==> config.mk <==
export PLATFORM = sky130hd
export DESIGN_NAME = trap_ctrl
export DESIGN_NICKNAME = d
export VERILOG_FILES = /design/src/rtl/trap_ctrl.sv
export SDC_FILE = /design/constraint.sdc
export NUM_CORES = 1
export LEC_CHECK = 0
export BUFFER_PORTS_ARGS = -buffer_cell sky130_fd_sc_hd__buf_4
export CAP_MARGIN = 20
export CORE_MARGIN = 1
export CORE_UTILIZATION = 32
export DETAILED_ROUTE_END_ITERATION = 10
export PLACE_DENSITY = 0.53
export SLEW_MARGIN = 40
export SYNTH_ARGS = -nofsm -noshare
export SYNTH_HDL_FRONTEND = slang
export SYNTH_SLANG_ARGS = --single-unit
==> constraint.sdc <==
create_clock -name clk -period 3.4 [get_ports clk]
set_input_delay 0.17 -clock clk [delete_from_list [all_inputs] [get_ports clk]]
set_output_delay 0.17 -clock clk [all_outputs]
set_load 0.05 [all_outputs]
==> src/rtl/trap_ctrl.sv <==
// Machine-mode trap entry/return controller: owns the trap CSRs, flushes the pipeline and redirects fetch.
// Latency: outputs decode the registered state, so they appear 1 cycle after the trap or MRET edge; csr_rdata is combinational.
// Backpressure: busy holds the pipeline for the whole sequence; exceptions and MRET seen while busy are dropped.
module trap_ctrl #(
  parameter int unsigned        XLEN        = 64,
  parameter logic [XLEN-1:0]    MTVEC_RESET = '0,
  parameter logic [5:0]         NO_EXC      = 6'h1F
) (
  input  logic            clk,
  input  logic            reset,
  input  logic [5:0]      exc_code,
  input  logic [XLEN-1:0] exc_pc,
  input  logic [XLEN-1:0] exc_tval,
  input  logic            mret,
  input  logic            csr_we,
  input  logic [11:0]     csr_addr,
  input  logic [XLEN-1:0] csr_wdata,
  output logic [XLEN-1:0] csr_rdata,
  output logic            busy,
  output logic            flush,
  output logic            redirect,
  output logic [XLEN-1:0] redirect_pc
);

  typedef enum logic [1:0] {
    IDLE  = 2'd0,
    TRAP  = 2'd1,
    REDIR = 2'd2,
    RET   = 2'd3
  } state_t;

  localparam logic [11:0] ADDR_MSTATUS = 12'h300;
  localparam logic [11:0] ADDR_MTVEC   = 12'h305;
  localparam logic [11:0] ADDR_MEPC    = 12'h341;
  localparam logic [11:0] ADDR_MCAUSE  = 12'h342;
  localparam logic [11:0] ADDR_MTVAL   = 12'h343;

  // Clears the two low bits; used for word-aligned PCs and the mtvec base.
  localparam logic [XLEN-1:0] ALIGN_MASK = ~(XLEN'(3));

  state_t          state;
  state_t          state_nxt;
  logic [XLEN-1:0] mtvec;
  logic [XLEN-1:0] mepc;
  logic [XLEN-1:0] mcause;
  logic [XLEN-1:0] mtval;
  logic            mie;
  logic            mpie;

  logic            trap_take;
  logic            ret_take;
  logic            wr_mstatus;
  logic            wr_mtvec;
  logic            wr_mepc;
  logic            wr_mcause;
  logic            wr_mtval;

  // Events are only accepted in IDLE; an exception always beats a same-cycle MRET.
  assign trap_take = (state == IDLE) && (exc_code != NO_EXC);
  assign ret_take  = (state == IDLE) && mret && (exc_code == NO_EXC);

  assign wr_mstatus = csr_we && (csr_addr == ADDR_MSTATUS);
  assign wr_mtvec   = csr_we && (csr_addr == ADDR_MTVEC);
  assign wr_mepc    = csr_we && (csr_addr == ADDR_MEPC);
  assign wr_mcause  = csr_we && (csr_addr == ADDR_MCAUSE);
  assign wr_mtval   = csr_we && (csr_addr == ADDR_MTVAL);

  // State register; reset abandons any trap in progress.
  always_ff @(posedge clk or negedge reset) begin
    if (!reset) begin
      state <= IDLE;
    end else begin
      state <= state_nxt;
    end
  end

  // Next-state and output decode; every output is a function of state only.
  always_comb begin
    state_nxt   = state;
    busy        = 1'b0;
    flush       = 1'b0;
    redirect    = 1'b0;
    redirect_pc = '0;
    case (state)
      IDLE: begin
        if (trap_take) begin
          state_nxt = TRAP;
        end else if (ret_take) begin
          state_nxt = RET;
        end
      end
      TRAP: begin
        busy      = 1'b1;
        flush     = 1'b1;
        state_nxt = REDIR;
      end
      REDIR: begin
        busy        = 1'b1;
        redirect    = 1'b1;
        // Vectored mode is not supported: always jump to the base.
        redirect_pc = mtvec & ALIGN_MASK;
        state_nxt   = IDLE;
      end
      RET: begin
        busy        = 1'b1;
        flush       = 1'b1;
        redirect    = 1'b1;
        redirect_pc = mepc;
        state_nxt   = IDLE;
      end
      default: begin
        state_nxt = IDLE;
      end
    endcase
  end

  // mtvec is never touched by a trap, so software writes always land.
  always_ff @(posedge clk or negedge reset) begin
    if (!reset) begin
      mtvec <= MTVEC_RESET;
    end else if (wr_mtvec) begin
      mtvec <= csr_wdata;
    end
  end

  // Trap capture takes priority over a software write in the same cycle.
  always_ff @(posedge clk or negedge reset) begin
    if (!reset) begin
      mepc   <= '0;
      mcause <= '0;
      mtval  <= '0;
    end else if (trap_take) begin
      mepc   <= exc_pc & ALIGN_MASK;
      mcause <= {{(XLEN-6){1'b0}}, exc_code};
      mtval  <= exc_tval;
    end else begin
      if (wr_mepc) begin
        mepc <= csr_wdata & ALIGN_MASK;
      end
      if (wr_mcause) begin
        mcause <= csr_wdata;
      end
      if (wr_mtval) begin
        mtval <= csr_wdata;
      end
    end
  end

  // Interrupt-enable stack: trap pushes MIE into MPIE, MRET pops it back.
  always_ff @(posedge clk or negedge reset) begin
    if (!reset) begin
      mie  <= 1'b0;
      mpie <= 1'b0;
    end else if (trap_take) begin
      mpie <= mie;
      mie  <= 1'b0;
    end else if (ret_take) begin
      mie  <= mpie;
      mpie <= 1'b1;
    end else if (wr_mstatus) begin
      mie  <= csr_wdata[3];
      mpie <= csr_wdata[7];
    end
  end

  // CSR read mux; MPP is hardwired to machine mode.
  always_comb begin
    csr_rdata = '0;
    case (csr_addr)
      ADDR_MSTATUS: begin
        csr_rdata[12:11] = 2'b11;
        csr_rdata[7]     = mpie;
        csr_rdata[3]     = mie;
      end
      ADDR_MTVEC:  csr_rdata = mtvec;
      ADDR_MEPC:   csr_rdata = mepc;
      ADDR_MCAUSE: csr_rdata = mcause;
      ADDR_MTVAL:  csr_rdata = mtval;
      default:     csr_rdata = '0;
    endcase
  end

endmodule

==> key figures <==
Outcome
  – Run status: complete, no violations

Final layout
  – Most common cell after layout, fill and taps aside: sky130_fd_sc_hd__buf_4
  – Total number of nets in the final design: 2241
  – Area grow syn2layout: 47.8%
  – Top library cells by usage in the layout, fill and taps aside: sky130_fd_sc_hd__buf_4 (371), sky130_fd_sc_hd__nand2_1 (360), sky130_fd_sc_hd__dfrtp_1 (256)
  – Share of the core filled with cells: 0.480
  – Share of final-layout standard cells stronger than drive strength 1: 0.251

Synthesis
  – Share of synthesized cell area in full adder, half adder and majority cells: 0
  – Largest family of logic cells by synthesized area: simple AND/OR/NAND/NOR gates
  – Ys flop type: sky130_fd_sc_hd__dfrtp_1
  – Fraction of post-synthesis cell area in the top cell type by area: 0.474
  – Post-Synth Simple-Gate Area: 0.209
  – Main area contributors after synthesis: sky130_fd_sc_hd__dfrtp_1 (47%), sky130_fd_sc_hd__nand2_1 (9.9%), sky130_fd_sc_hd__nor2_1 (5.7%), sky130_fd_sc_hd__a31oi_1 (5.6%), sky130_fd_sc_hd__mux2_2 (4.8%)
  – Synthesis-stage register bit count: 258
  – Multiplexer share of the synthesized area: 0.0984
  – Distinct cell type count of the synthesized netlist: 46
  – Count of flip-flops with a built-in enable after synthesis: 0
  – Compound-gate portion of the synthesized area: 0.173
  – Post-Synth XOR/XNOR Area: 0
  – Cells after synthesis: 1523
  – Mapped Area: 13600 µm²
  – Post-synth top area cell: sky130_fd_sc_hd__dfrtp_1
  – Number of warning messages in the yosys log: 0
  – Synth Area per Inst: 8.95 µm²
  – Fraction of registers with async set or reset after synthesis: 1.00
  – Sequential share of the synthesized area: 0.474

Route
  – Number of vias after detailed routing: 13800
  – Number of nets with antenna violations after detailed routing: 0
  – Ratio of routed vias to standard cells: 5.32
  – Metal1 wirelength: 23.4 mm
  – Metal3 WL: 3.44 mm
  – Met2 wire len: 25.8 mm
  – Top Layer Used: met4
  – Iter 0 DRT Violations: 1047
  – Post-DR wirelength/cell: 20.7 µm
  – Final routed DRC violation total: 0
  – Count of TritonRoute iterations in the first routing pass: 6
  – Wire length after detailed routing: 53.7 mm

Clock network
  – Clk slew on worst S/H paths: 0.06 ns
  – Clock tree buffer depth: 3
  – Number of sinks on the clock net: 258
  – Clock latency of the later-clocked register in the worst-skew pair: 0.51 ns
  – Max H-tree Level: 2
  – Root cell of the clock tree: sky130_fd_sc_hd__clkbuf_16
  – Number of setup buffers added after CTS: 0
  – Hold buffer count at cts: 211
  – Clock buffers created by TritonCTS: 34
  – TritonCTS clock tree: built
  – Count of instances resized after the clock tree is built: 0

Floorplanning
  – Die Footprint: 43400 µm²
  – Core Region: 41900 µm²
  – Standard-cell rows: 75
  – Die width: 208 µm
  – Initial core utilization: 0.325
  – Floorplan die height: 208 µm
  – Count of boundary I/O pins: 345

Placement
  – GP Congestion: 0.806
  – Post-DP HPWL: 31.7 mm
  – Port bufs: 340

Timing
  – Transition time of the tightest slew-check pin: 0.907 ns
  – Final critical-path share of the clock period: 0.738
  – Max-slew headroom: 0.391
  – Worst-case clock skew: 0.00869 ns
  – Final setup TNS: 0 ns
  – Setup violators final: 0
  – Number of max-slew violations in the final report: 0
  – Min cycle time layout: 2.51 ns
  – Hold violation count in the final report: 0
  – Maximum achievable frequency: 399 MHz
  – Unrepaired setup endpoints after global routing: false

Critical path
  – Max FO, Critical Path: 69
  – Signal arrival time at the worst endpoint: 2.34 ns
  – Startpoint kind of the worst setup timing path: primary input
  – Worst R2R Start: state[0]$_DFFE_PN0P_
  – Setup crit end kind: output port
  – Launch point of the critical path: csr_addr[5]
  – Required time reported for the critical path endpoint: 3.23 ns
  – Worst path max stage delay: 0.79 ns
  – Worst-path cell with the longest stage delay: sky130_fd_sc_hd__or4b_1
  – Ordered cell list for the critical path: buf_4 > or4b_1 > nor3_4 > buf_12 > a32oi_1 > o21ai_0 > buf_4
  – Most frequent cell on the critical path: sky130_fd_sc_hd__buf_4
  – Kind of critical path: primary input to output port

Run
  – Max_cap viols: 0

GRT
  – GRT Residual Overflow: 0
  – Global-route wire length before repair: 83.2 mm
  – Vias in the first global route: 14200
  – Maximum number of pins on one net before global-route repair: 97
  – Initial antenna violation count: 1
  – Total global-route track usage: 0.245

Worst hold path
  – Startpoint of the worst hold path: csr_we
  – HP Class: primary input to flip-flop

Power
  – Largest vdd supply drop: 0.429 mV
  – Static Leakage: 9.07 nW
  – Total power per unit cell area: 659 nW/µm²
Yosys cell counts, types with 4 or more instances:
library cell and count:
sky130_fd_sc_hd__buf_2 12, sky130_fd_sc_hd__a32oi_1 5, sky130_fd_sc_hd__a2bb2oi_1 4, sky130_fd_sc_hd__buf_4 9, sky130_fd_sc_hd__a221oi_1 10, sky130_fd_sc_hd__a21oi_1 62, sky130_fd_sc_hd__nand4_1 6, sky130_fd_sc_hd__mux2_1 6
sky130_fd_sc_hd__o21ai_0 4, sky130_fd_sc_hd__a31oi_1 121, sky130_fd_sc_hd__a221o_1 58, sky130_fd_sc_hd__dfrtp_1 258, sky130_fd_sc_hd__nand3_1 7, sky130_fd_sc_hd__nand2_1 361, sky130_fd_sc_hd__mux2_2 58, sky130_fd_sc_hd__buf_6 7
sky130_fd_sc_hd__mux2i_1 62, sky130_fd_sc_hd__buf_1 7, sky130_fd_sc_hd__nor2b_1 62, sky130_fd_sc_hd__a22oi_1 61, sky130_fd_sc_hd__inv_1 4, sky130_fd_sc_hd__clkbuf_1 98, sky130_fd_sc_hd__nor2_1 208
final timing paths:
kind / cells past startpoint / slack (ns) / to
worst max-delay path: 7 / 0.89 / csr_rdata[7]
worst min-delay path: 3 / 0.03 / mtval[4]$_DFFE_PN0P_
worst max register to register: 7 / 1.06 / mepc[59]$_DFFE_PN0P_
worst min register to register: 1 / 0.51 / mtvec[0]$_DFFE_PN0P_
max in group asynchronous: 4 / 2.21 / mepc[38]$_DFFE_PN0P_
min in group asynchronous: 2 / 0.15 / mtval[48]$_DFFE_PN0P_
area by class of cell:
class	count	area [µm²]
multi-input combinational	1129	6610
clock buffer	53	1060
clock inverter	8	96.3
timing repair buffer	600	5230
sequential	258	6460
fill	3914	21800
tap	539	674
inverter	4	15.0
antenna	1	2.50
critical path, delay by kind of cell:
kind / cells / cell delay (ns)
AOI/OAI and AO/OA: 2 / 0.25
buffers and inverters: 3 / 0.79
and+or+nand+nor: 2 / 1.08
cell families (layout without fill, tap and decap cells):
logic type             after synthesis  after routing
and+or+nand+nor                    667            667
AOI/OAI and AO/OA                  334            334
DFF                                258            258
buffers and inverters              137            665
muxes                              126            126
other                                1              3
power breakdown:
group,switching [W],internal (W)
sequential,0.000539,0.00390
clock,0.00140,0.00229
combinational,0.00316,0.00199
total,0.00509,0.00819
metal layers:
metal  up-vias  global-route usage
met3        77              0.0373
met2       538               0.409
met4         0              0.0695
met1      6807               0.328
met5         -                   0
li1       6358                   -
registers in the layout, indices dropped and copies added (netlist names):
register / count
mepc: 62
mcause: 64
mtval: 64
mpie: 1
mie: 1
mtvec: 64
state: 2
metrics by stage:
step	hold slack, ns	area (µm²)	std cells	total power, W	worst slack [ns]
global placement	0.306	16800	2316	0.00918	0.875
CTS	0.0176	20100	2591	0.0133	0.874
floorplan	-0.126	13600	1524	0.00752	0.895
finish	0.0345	20100	2592	0.0133	0.892
detailed placement	0.114	16900	2319	0.00929	0.830
global route	0.0418	20100	2592	0.0140	0.801
Power figures use the tool's default switching activity.
